File: config.mk
export PLATFORM = sky130hd
export DESIGN_NAME = mem_port_arbiter
export DESIGN_NICKNAME = d
export VERILOG_FILES = /design/src/rtl/mem_arb_pkg.sv /design/src/rtl/mem_port_arbiter.sv
export SDC_FILE = /design/constraint.sdc
export NUM_CORES = 1
export LEC_CHECK = 0
export BUFFER_PORTS_ARGS = -buffer_cell sky130_fd_sc_hd__clkbuf_2
export CORE_ASPECT_RATIO = 0.8
export CORE_MARGIN = 10
export CORE_UTILIZATION = 43
export CTS_CLUSTER_DIAMETER = 80
export CTS_CLUSTER_SIZE = 24
export DETAILED_ROUTE_END_ITERATION = 8
export PLACE_DENSITY = 0.76
export SYNTH_ARGS = -nofsm -noshare
export SYNTH_HDL_FRONTEND = slang
export SYNTH_SLANG_ARGS = --single-unit
export TNS_END_PERCENT = 1
File: constraint.sdc
create_clock -name clk -period 2.2 [get_ports clk]
set_clock_uncertainty 0.15 [all_clocks]
set_input_delay 0.33 -clock clk [delete_from_list [all_inputs] [get_ports clk]]
set_output_delay 0.33 -clock clk [all_outputs]
set_load 0.005 [all_outputs]
File: src/rtl/mem_arb_pkg.sv
// Shared types and constants for the fetch/data memory-port arbiter.
package mem_arb_pkg;

    typedef enum logic [1:0] {
        IDLE = 2'd0,
        BUSY = 2'd1,
        RESP = 2'd2
    } arb_state_t;

    typedef enum logic {
        OWN_IF = 1'b0,
        OWN_DM = 1'b1
    } arb_owner_t;

    localparam logic [31:0] ERR_RDATA = 32'hDEAD_BEEF;

endpackage

File: src/rtl/mem_port_arbiter.sv
// Arbitrates one single-ported memory between instruction fetch and the data stage.
// One transaction in flight; a watchdog completes a hung access with an error pattern.
module mem_port_arbiter
    import mem_arb_pkg::*;
#(
    parameter int DATA_WIDTH     = 32,
    parameter int MAX_DATA_BURST = 4,
    parameter int TIMEOUT        = 64
) (
    input  logic                  clk,
    input  logic                  rst,
    input  logic                  if_req,
    input  logic [DATA_WIDTH-1:0] if_addr,
    output logic [DATA_WIDTH-1:0] if_rdata,
    output logic                  if_ready,
    input  logic                  dm_req,
    input  logic                  dm_we,
    input  logic [DATA_WIDTH-1:0] dm_addr,
    input  logic [DATA_WIDTH-1:0] dm_wdata,
    output logic [DATA_WIDTH-1:0] dm_rdata,
    output logic                  dm_ready,
    output logic                  mem_req,
    output logic                  mem_we,
    output logic [DATA_WIDTH-1:0] mem_addr,
    output logic [DATA_WIDTH-1:0] mem_wdata,
    input  logic [DATA_WIDTH-1:0] mem_rdata,
    input  logic                  mem_ack,
    output logic                  err
);

    localparam int BW = (MAX_DATA_BURST < 1) ? 1 : $clog2(MAX_DATA_BURST + 1);
    localparam int TW = (TIMEOUT < 2) ? 1 : $clog2(TIMEOUT);

    arb_state_t            r_state;
    arb_owner_t            r_owner;
    logic                  r_mem_req;
    logic                  r_mem_we;
    logic [DATA_WIDTH-1:0] r_mem_addr;
    logic [DATA_WIDTH-1:0] r_mem_wdata;
    logic [DATA_WIDTH-1:0] r_if_rdata;
    logic [DATA_WIDTH-1:0] r_dm_rdata;
    logic                  r_if_ready;
    logic                  r_dm_ready;
    logic                  r_err;
    logic [BW-1:0]         r_burst_cnt;
    logic [TW-1:0]         r_tmo_cnt;

    logic                  w_grant;
    logic                  w_grant_dm;
    logic                  w_timeout;

    assign w_timeout = (TIMEOUT != 0) && (r_tmo_cnt == TW'(TIMEOUT - 1));

    // Grant selection: data has priority until it has starved fetch for a full burst.
    always_comb begin
        w_grant    = 1'b0;
        w_grant_dm = 1'b0;
        if (r_state == IDLE) begin
            if (dm_req && if_req) begin
                w_grant    = 1'b1;
                w_grant_dm = (r_burst_cnt != BW'(MAX_DATA_BURST));
            end else if (dm_req) begin
                w_grant    = 1'b1;
                w_grant_dm = 1'b1;
            end else if (if_req) begin
                w_grant    = 1'b1;
                w_grant_dm = 1'b0;
            end else begin
                w_grant    = 1'b0;
                w_grant_dm = 1'b0;
            end
        end else begin
            w_grant    = 1'b0;
            w_grant_dm = 1'b0;
        end
    end

    // Transaction FSM with registered memory-side and requester-side outputs.
    always_ff @(posedge clk or negedge rst) begin
        if (!rst) begin
            r_state     <= IDLE;
            r_owner     <= OWN_IF;
            r_mem_req   <= 1'b0;
            r_mem_we    <= 1'b0;
            r_mem_addr  <= '0;
            r_mem_wdata <= '0;
            r_if_rdata  <= '0;
            r_dm_rdata  <= '0;
            r_if_ready  <= 1'b0;
            r_dm_ready  <= 1'b0;
            r_err       <= 1'b0;
            r_burst_cnt <= '0;
            r_tmo_cnt   <= '0;
        end else begin
            case (r_state)
                IDLE: begin
                    if (w_grant) begin
                        r_owner     <= w_grant_dm ? OWN_DM : OWN_IF;
                        r_mem_we    <= w_grant_dm & dm_we;
                        r_mem_addr  <= w_grant_dm ? dm_addr : if_addr;
                        r_mem_wdata <= w_grant_dm ? dm_wdata : '0;
                        r_mem_req   <= 1'b1;
                        r_tmo_cnt   <= '0;
                        r_state     <= BUSY;
                        // Burst only accumulates while fetch is actually being held off.
                        if (!w_grant_dm || !if_req) begin
                            r_burst_cnt <= '0;
                        end else if (r_burst_cnt != BW'(MAX_DATA_BURST)) begin
                            r_burst_cnt <= r_burst_cnt + 1'b1;
                        end
                    end
                end
                BUSY: begin
                    if (mem_ack || w_timeout) begin
                        r_mem_req <= 1'b0;
                        r_state   <= RESP;
                        r_err     <= r_err | ~mem_ack;
                        if (r_owner == OWN_IF) begin
                            r_if_ready <= 1'b1;
                            r_if_rdata <= mem_ack ? mem_rdata : DATA_WIDTH'(ERR_RDATA);
                        end else begin
                            r_dm_ready <= 1'b1;
                            if (!r_mem_we) begin
                                r_dm_rdata <= mem_ack ? mem_rdata : DATA_WIDTH'(ERR_RDATA);
                            end
                        end
                    end else begin
                        r_tmo_cnt <= r_tmo_cnt + 1'b1;
                    end
                end
                RESP: begin
                    r_if_ready <= 1'b0;
                    r_dm_ready <= 1'b0;
                    r_state    <= IDLE;
                end
                default: begin
                    r_mem_req  <= 1'b0;
                    r_if_ready <= 1'b0;
                    r_dm_ready <= 1'b0;
                    r_state    <= IDLE;
                end
            endcase
        end
    end

    assign mem_req   = r_mem_req;
    assign mem_we    = r_mem_we;
    assign mem_addr  = r_mem_addr;
    assign mem_wdata = r_mem_wdata;
    assign if_rdata  = r_if_rdata;
    assign if_ready  = r_if_ready;
    assign dm_rdata  = r_dm_rdata;
    assign dm_ready  = r_dm_ready;
    assign err       = r_err;

endmodule
==> flow_metrics.tcl, run 1 <==
set metrics [dict create \
    rsz0062_at_grt "false" \
    track_usage_pct 17.7 \
    port_buffers 266 \
    start_util_pct 43.5 \
    wl_per_cell_um 17.5 \
    drv_slew 0 \
    routed_via_density 4.97 \
    layout_min_cycle_time_ns 2.06 \
    crit_path_cell_trace "ha_1 > and3_4 > a31oi_4 > or3_4 > clkbuf_16 > mux2_4" \
    num_vias 5060 \
    drtIter0Drc 237 \
    hold_path_startpoint "mem_rdata[31]" \
    core_um2 14200 \
    hold_class "in2reg" \
    maxCapViolCount 0 \
    gr-total-overflow 0 \
    rr_startpoint "r_tmo_cnt[1]" \
    path_class "reg2reg" \
    synth_seq_area_share_pct 59.0 \
    setup_viol_count_final 0 \
    syn2layout_area_growth_pct 41.7 \
    crit_path_max_fanout 16 \
    cp-start-kind "flop" \
    gr-max-usage-layer "met2" \
    die_w_um 154 \
    cp_num_buf_inv 1 \
    path_clk_slew_ns 0.07 \
    fillers 1144 \
    grt_max_degree 84 \
    post_cts_buffers 0 \
    routabilityCongestion 0.831 \
    grt_use_met2_pct 28.9 \
    netlist_instances 521 \
    dieArea_um2 19500 \
    ioPinCount 267 \
    cts_made_buffers 17 \
    antenna_found_initial 1 \
    cp_slowest_stage_delay_ns 0.43 \
    dpl.hpwl_mm 12.9 \
    holdPathEnd "dm_rdata[31]" \
    power.density_nw_per_um2 1350 \
    cp-end-kind "flop" \
    min_period_over_period_pct 93.6 \
    yosysWarnings 0 \
    postRouteAntennaNets 0 \
    syn_nets 658 \
    grt_pass1_vias 5389 \
    drt_drc_violations_left 0 \
    multiInputGateArea_um2 2220 \
    worstMarginPinSlew_ns 0.489 \
    final_util_pct 61.6 \
    detail_route.first_pass.iterations 4 \
    hold_viol_final 0 \
    wl_mm 17.8 \
    syn_area_um2 6150 \
    final_cells 1019 \
    grt_pass1_wl_mm 28.3 \
    max_freq_mhz 485 \
    clkSinkCount 145 \
    crit_family "simple AND/OR/NAND/NOR gates" \
    drive_gt1_share_pct 42.0 \
    worstReg2RegEnd "if_rdata[6]" \
    critical_path_required_ns 2.36 \
    cts_tree "yes" \
    whs_ns 0.0193 \
    cts-root-buf "clkbuf_16" \
    hold_depth 3 \
    cp-startpoint "r_tmo_cnt[1]" \
    status "finished, final reports clean" \
    grt_use_met3_pct 5.67 \
    vdd_drop_max_mv 0.786 \
    postSynthAreaPerCell_um2 11.8 \
    relSlewSlack_pct 67.4 \
    rr_worst_depth 6 \
    rrSetupSlack_ns 0.14 \
    arrival_ns 2.22 \
    worstSkewPairLatency_ns 0.42 \
    dpl.cell_count 949 \
    num_rows 39 \
    ys_ff_latch 145 \
    nets 958 \
    synth_cell_types 39 \
    fin_tns_setup_ns 0 \
    grt_util_met1_pct 21.5 \
    cts_buffer_depth 2 \
    htree_levels 4 \
    worst_path_max_delay_cell "or3_4" \
    die_height_um 127 \
    seq_area_um2 3630 \
    p_leak_nw 4.53 \
]
-- cell families (layout without fill, tap and decap cells) --
logic type	count (synthesis)	in the layout	share of synthesized area, %
AO/OA/AOI/OAI	142	142	15.9
adder cells (fa/ha/maj)	3	3	0.610
buffers and inverters	73	386	5.39
flip-flops	145	145	59.0
multiplexers	65	65	12.3
other	0	1	0
AND/OR/NAND/NOR	93	93	6.83
-- layout make-up --
type | instances | share of cell area [%]
Clock inverter | 13 | 1.75
Antenna cell | 1 | 0.0287
Inverter | 32 | 1.38
Multi-Input combinational cell | 303 | 25.4
Sequential cell | 145 | 41.6
Tap cell | 184 | 2.64
Clock buffer | 19 | 5.08
Timing Repair Buffer | 322 | 22.1
-- report_power, final --
part,internal (W),switching (W),leakage [nW]
logic,0.00218,0.00208,2.51
registers,0.00388,0.000762,1.74
clock network,0.00172,0.00115,0.286
total,0.00778,0.00400,4.53
-- routing by layer --
layer  vias up  share of wire (%)  routed length [um]
li1       2448                  -                   -
met1      2418                 43                7630
met2       169                 48                8610
met3        25                6.4                1150
met4         0                2.3                 411
met5         -                  0                   0
-- placed cells by master, fill, tap and decap left out, types with 2 or more instances in the layout --
master	Yosys	final
clkbuf_2	0	265
and2_1	5	5
a2bb2oi_1	6	6
buf_4	0	14
buf_12	2	5
a21oi_1	20	20
mux2_4	21	21
a32o_1	5	5
clkinv_4	0	4
dlygate4sd3_1	0	36
o21ai_0	42	41
ha_1	3	3
mux2_2	2	2
mux2i_1	42	42
clkinvlp_4	0	2
inv_1	32	32
nand2_1	58	58
a31oi_1	20	20
dfrtp_1	145	145
o31ai_1	2	2
nor2b_1	6	6
nand2b_1	4	4
clkbuf_16	0	18
inv_6	0	3
a22o_1	38	38
nor2_1	6	6
a31o_2	2	2
bufinv_16	0	2
nand3_1	7	7
-- cells in the mapped netlist (all sizes together) --
master | number | area share (%)
clkbuf | 27 | 1.6
nor2b | 6 | 0.61
and3 | 2 | 0.28
a22oi | 1 | 0.12
mux2i | 42 | 6.8
dfrtp | 145 | 59
a32o | 5 | 0.81
nand3 | 7 | 0.57
buf | 14 | 1.8
a21o | 1 | 0.12
o21ai | 42 | 3.4
a22o | 38 | 5.4
nor2 | 6 | 0.37
nor3 | 2 | 0.24
or3 | 2 | 0.20
o31ai | 2 | 0.24
inv | 32 | 2.0
and2 | 6 | 0.61
ha | 3 | 0.61
nand2 | 58 | 3.5
a21bo | 1 | 0.16
a211o | 1 | 0.14
mux2 | 23 | 5.5
a31oi | 21 | 2.4
a2bb2oi | 6 | 0.85
o22a | 1 | 0.14
a21oi | 20 | 1.6
nand2b | 4 | 0.41
a311o | 1 | 0.18
a31o | 2 | 0.28
-- state kept, by name (all words and copies together), names as in the netlist --
register / cells
if_ready: 1
if_rdata: 32
dm_rdata: 32
r_burst_cnt: 3
dm_ready: 1
mem_addr: 32
r_tmo_cnt: 6
mem_we: 1
r_state: 2
err: 1
mem_req: 1
r_owner: 1
mem_wdata: 32
-- metrics by stage --
step | area, um^2 | worst slack [ns] | total power, W
after global routing | 8720 | 0.0727 | 0.0126
after global placement | 7740 | 0.0858 | 0.00876
after detailed placement | 7740 | 0.0500 | 0.00891
final | 8720 | 0.140 | 0.0118
after CTS | 8690 | 0.0404 | 0.0119
after floorplan | 6150 | 0.136 | 0.00681
-- worst min-delay path: cells and delay by family --
family                 cells  cell delay (ns)
AO/OA/AOI/OAI              1             0.07
buffers and inverters      2             0.14
-- worst max-delay path by stage --
stage / to / slack, ns / cells after the start
floorplan: if_rdata[21] / 0.14 / 7
global placement: if_rdata[18] / 0.09 / 6
detailed placement: if_rdata[9] / 0.05 / 6
CTS: if_rdata[4] / 0.04 / 6
global route: dm_rdata[22] / 0.07 / 5
finish: if_rdata[6] / 0.14 / 6
-- timing repair --
item	4_1_cts	5_1_grt
hold buffers	36	0
endpoints found under the hold margin	83	0
endpoints found under the setup margin	0	21
resized for setup	0	1
(Power assumes the default switching activity.)
==> inputs of run 2 (changes only) <==
--- a/config.mk
+++ b/config.mk
@@ -5,14 +5,14 @@
 export SDC_FILE = /design/constraint.sdc
 export NUM_CORES = 1
 export LEC_CHECK = 0
-export BUFFER_PORTS_ARGS = -buffer_cell sky130_fd_sc_hd__clkbuf_2
+export BUFFER_PORTS_ARGS = -buffer_cell sky130_fd_sc_hd__buf_2
 export CORE_ASPECT_RATIO = 0.8
 export CORE_MARGIN = 10
-export CORE_UTILIZATION = 43
+export CORE_UTILIZATION = 48
 export CTS_CLUSTER_DIAMETER = 80
 export CTS_CLUSTER_SIZE = 24
 export DETAILED_ROUTE_END_ITERATION = 8
-export PLACE_DENSITY = 0.76
+export PLACE_DENSITY = 0.81
 export SYNTH_ARGS = -nofsm -noshare
 export SYNTH_HDL_FRONTEND = slang
 export SYNTH_SLANG_ARGS = --single-unit
==> constraint.sdc (replaced) <==
create_clock -name clk -period 2.1 [get_ports clk]
set_clock_uncertainty 0.15 [all_clocks]
set_input_delay 0.315 -clock clk [delete_from_list [all_inputs] [get_ports clk]]
set_output_delay 0.315 -clock clk [all_outputs]
set_load 0.005 [all_outputs]
==> flow_metrics.tcl, run 2 (synthesis gave the netlist of run 1 again) <==
set metrics [dict create \
    status "finished, final reports clean" \
    crit_path_max_fanout 16 \
    power.density_nw_per_um2 1420 \
    dpl.hpwl_mm 13.7 \
    post_cts_buffers 0 \
    wl_mm 19.3 \
    placedInstanceArea_um2 7760 \
    clkSinkCount 145 \
    antenna_found_initial 2 \
    path_clk_slew_ns 0.06 \
    start_util_pct 49.9 \
    num_vias 5220 \
    hold_viol_final 0 \
    cts_tree "yes" \
    worst_path_max_delay_cell "or3_4" \
    grt_pass1_vias 5749 \
    combPwrFrac_pct 37.5 \
    cp-start-kind "flop" \
    path_class "reg2reg" \
    cp_slowest_stage_delay_ns 0.40 \
    grt_pass1_wl_mm 30.2 \
    die_height_um 121 \
    worstMarginPinSlew_ns 0.579 \
    drtIter0Drc 366 \
    wl_per_cell_um 19.1 \
    gr-total-overflow 0 \
    die_w_um 147 \
    seq_area_um2 3630 \
    p_sw_w 0.00435 \
    drive_gt1_share_pct 42.1 \
    cts_made_buffers 17 \
    drv_slew 0 \
    core_um2 12300 \
    fillers 911 \
    worstSkewPairLatency_ns 0.41 \
    crit_family "simple AND/OR/NAND/NOR gates" \
    nets 960 \
    fin_tns_setup_ns 0 \
    grt_util_met1_pct 23.6 \
    gr-max-usage-layer "met2" \
    max_freq_mhz 493 \
    setup_viol_count_final 0 \
    pwr-share-clk_pct 23.6 \
    hold_class "in2reg" \
    ioPinCount 267 \
    rsz0062_at_grt "false" \
    fin_ws_ns 0.0706 \
    grt_use_met3_pct 6.60 \
    p_leak_nw 4.50 \
    final_cell_mix "buf_2 (265), dfrtp_1 (145), nand2_1 (58), mux2i_1 (42), o21ai_0 (41)" \
    whs_ns 0.0215 \
    switching_share_pct 34.9 \
    maxCapViolCount 0 \
    post-place-ws_ns -0.0329 \
    arrival_ns 2.17 \
    p_int_w 0.00811 \
    layout_min_cycle_time_ns 2.03 \
    cp-end-kind "flop" \
    postRouteAntennaNets 0 \
    num_rows 36 \
    dieArea_um2 17800 \
    min_period_over_period_pct 96.6 \
    final_util_pct 71.0 \
    htree_levels 4 \
    routed_via_density 5.17 \
    stdcell_area_um2 8760 \
    port_buffers 266 \
    detail_route.first_pass.iterations 5 \
    critical_path_required_ns 2.25 \
    relSlewSlack_pct 61.3 \
    cts-root-buf "clkbuf_16" \
    mostFrequentLayoutCell "buf_2" \
    drt_drc_violations_left 0 \
    grt_max_degree 56 \
    grt_use_met2_pct 36.9 \
    track_usage_pct 21.1 \
    routabilityCongestion 0.872 \
    crit_path_cell_trace "ha_1 > and3_4 > a31oi_4 > or3_4 > buf_12 > mux2_4" \
    cts_buffer_depth 2 \
    syn2layout_area_growth_pct 42.3 \
    vdd_drop_max_mv 0.754 \
    cp_num_buf_inv 1 \
    seqPwrFrac_pct 39.0 \
    multiInputGateArea_um2 2230 \
]
==> run 2: final timing paths <==
kind                         startpoint      endpoint  slack, ns  depth (start not counted)
min in group asynchronous           rst   mem_addr[8]       0.26                          2
max                        r_tmo_cnt[0]  if_rdata[14]       0.07                          6
max reg2reg                r_tmo_cnt[0]  if_rdata[14]       0.07                          6
max in group asynchronous           rst       mem_req       0.91                          3
min reg2reg                 mem_addr[1]   mem_addr[1]       0.32                          2
min                        mem_rdata[9]   dm_rdata[9]       0.02                          3
==> run 2: timing repair <==
action	4_1_cts	5_1_grt
pin swaps	0	1
hold buffers	37	0
setup endpoints to repair	24	21
hold endpoints to repair	89	0
cloned	1	0
gates resized for setup	3	0
==> run 2: tightest hold or removal path: stages <==
cell     delay, ns
buf_2         0.10
inv_1         0.06
a31oi_1       0.07
==> run 2: layout make-up <==
class / count / share of cell area [%]
Sequential cell: 145 / 41.4
Multi-Input combinational cell: 303 / 25.4
Timing Repair Buffer: 324 / 22.7
Clock buffer: 17 / 4.86
Tap cell: 171 / 2.44
Clock inverter: 15 / 1.76
Inverter: 32 / 1.37
Antenna cell: 2 / 0.0571
==> run 2: power by group through the flow <==
stage	combinational, W	clock, W	sequential, W
finish	0.00467	0.00293	0.00486
global route	0.00512	0.00310	0.00500
CTS	0.00473	0.00298	0.00483
detailed placement	0.00462	0	0.00484
global placement	0.00441	0	0.00479
floorplan	0.00226	0	0.00487
==> run 2: routing by layer <==
layer	wire length (um)	part of all wire, %	vias to the layer above
li1	-	-	2432
met1	7460	39	2559
met2	10200	53	196
met3	1220	6.3	33
met4	389	2.0	0
met5	0	0	-
==> run 2: metrics by stage <==
stage / power [W] / std cells
after global routing: 0.0132 / 1009
final: 0.0125 / 1009
after detailed placement: 0.00946 / 937
after global placement: 0.00920 / 937
after CTS: 0.0125 / 1007
after floorplan: 0.00713 / 521
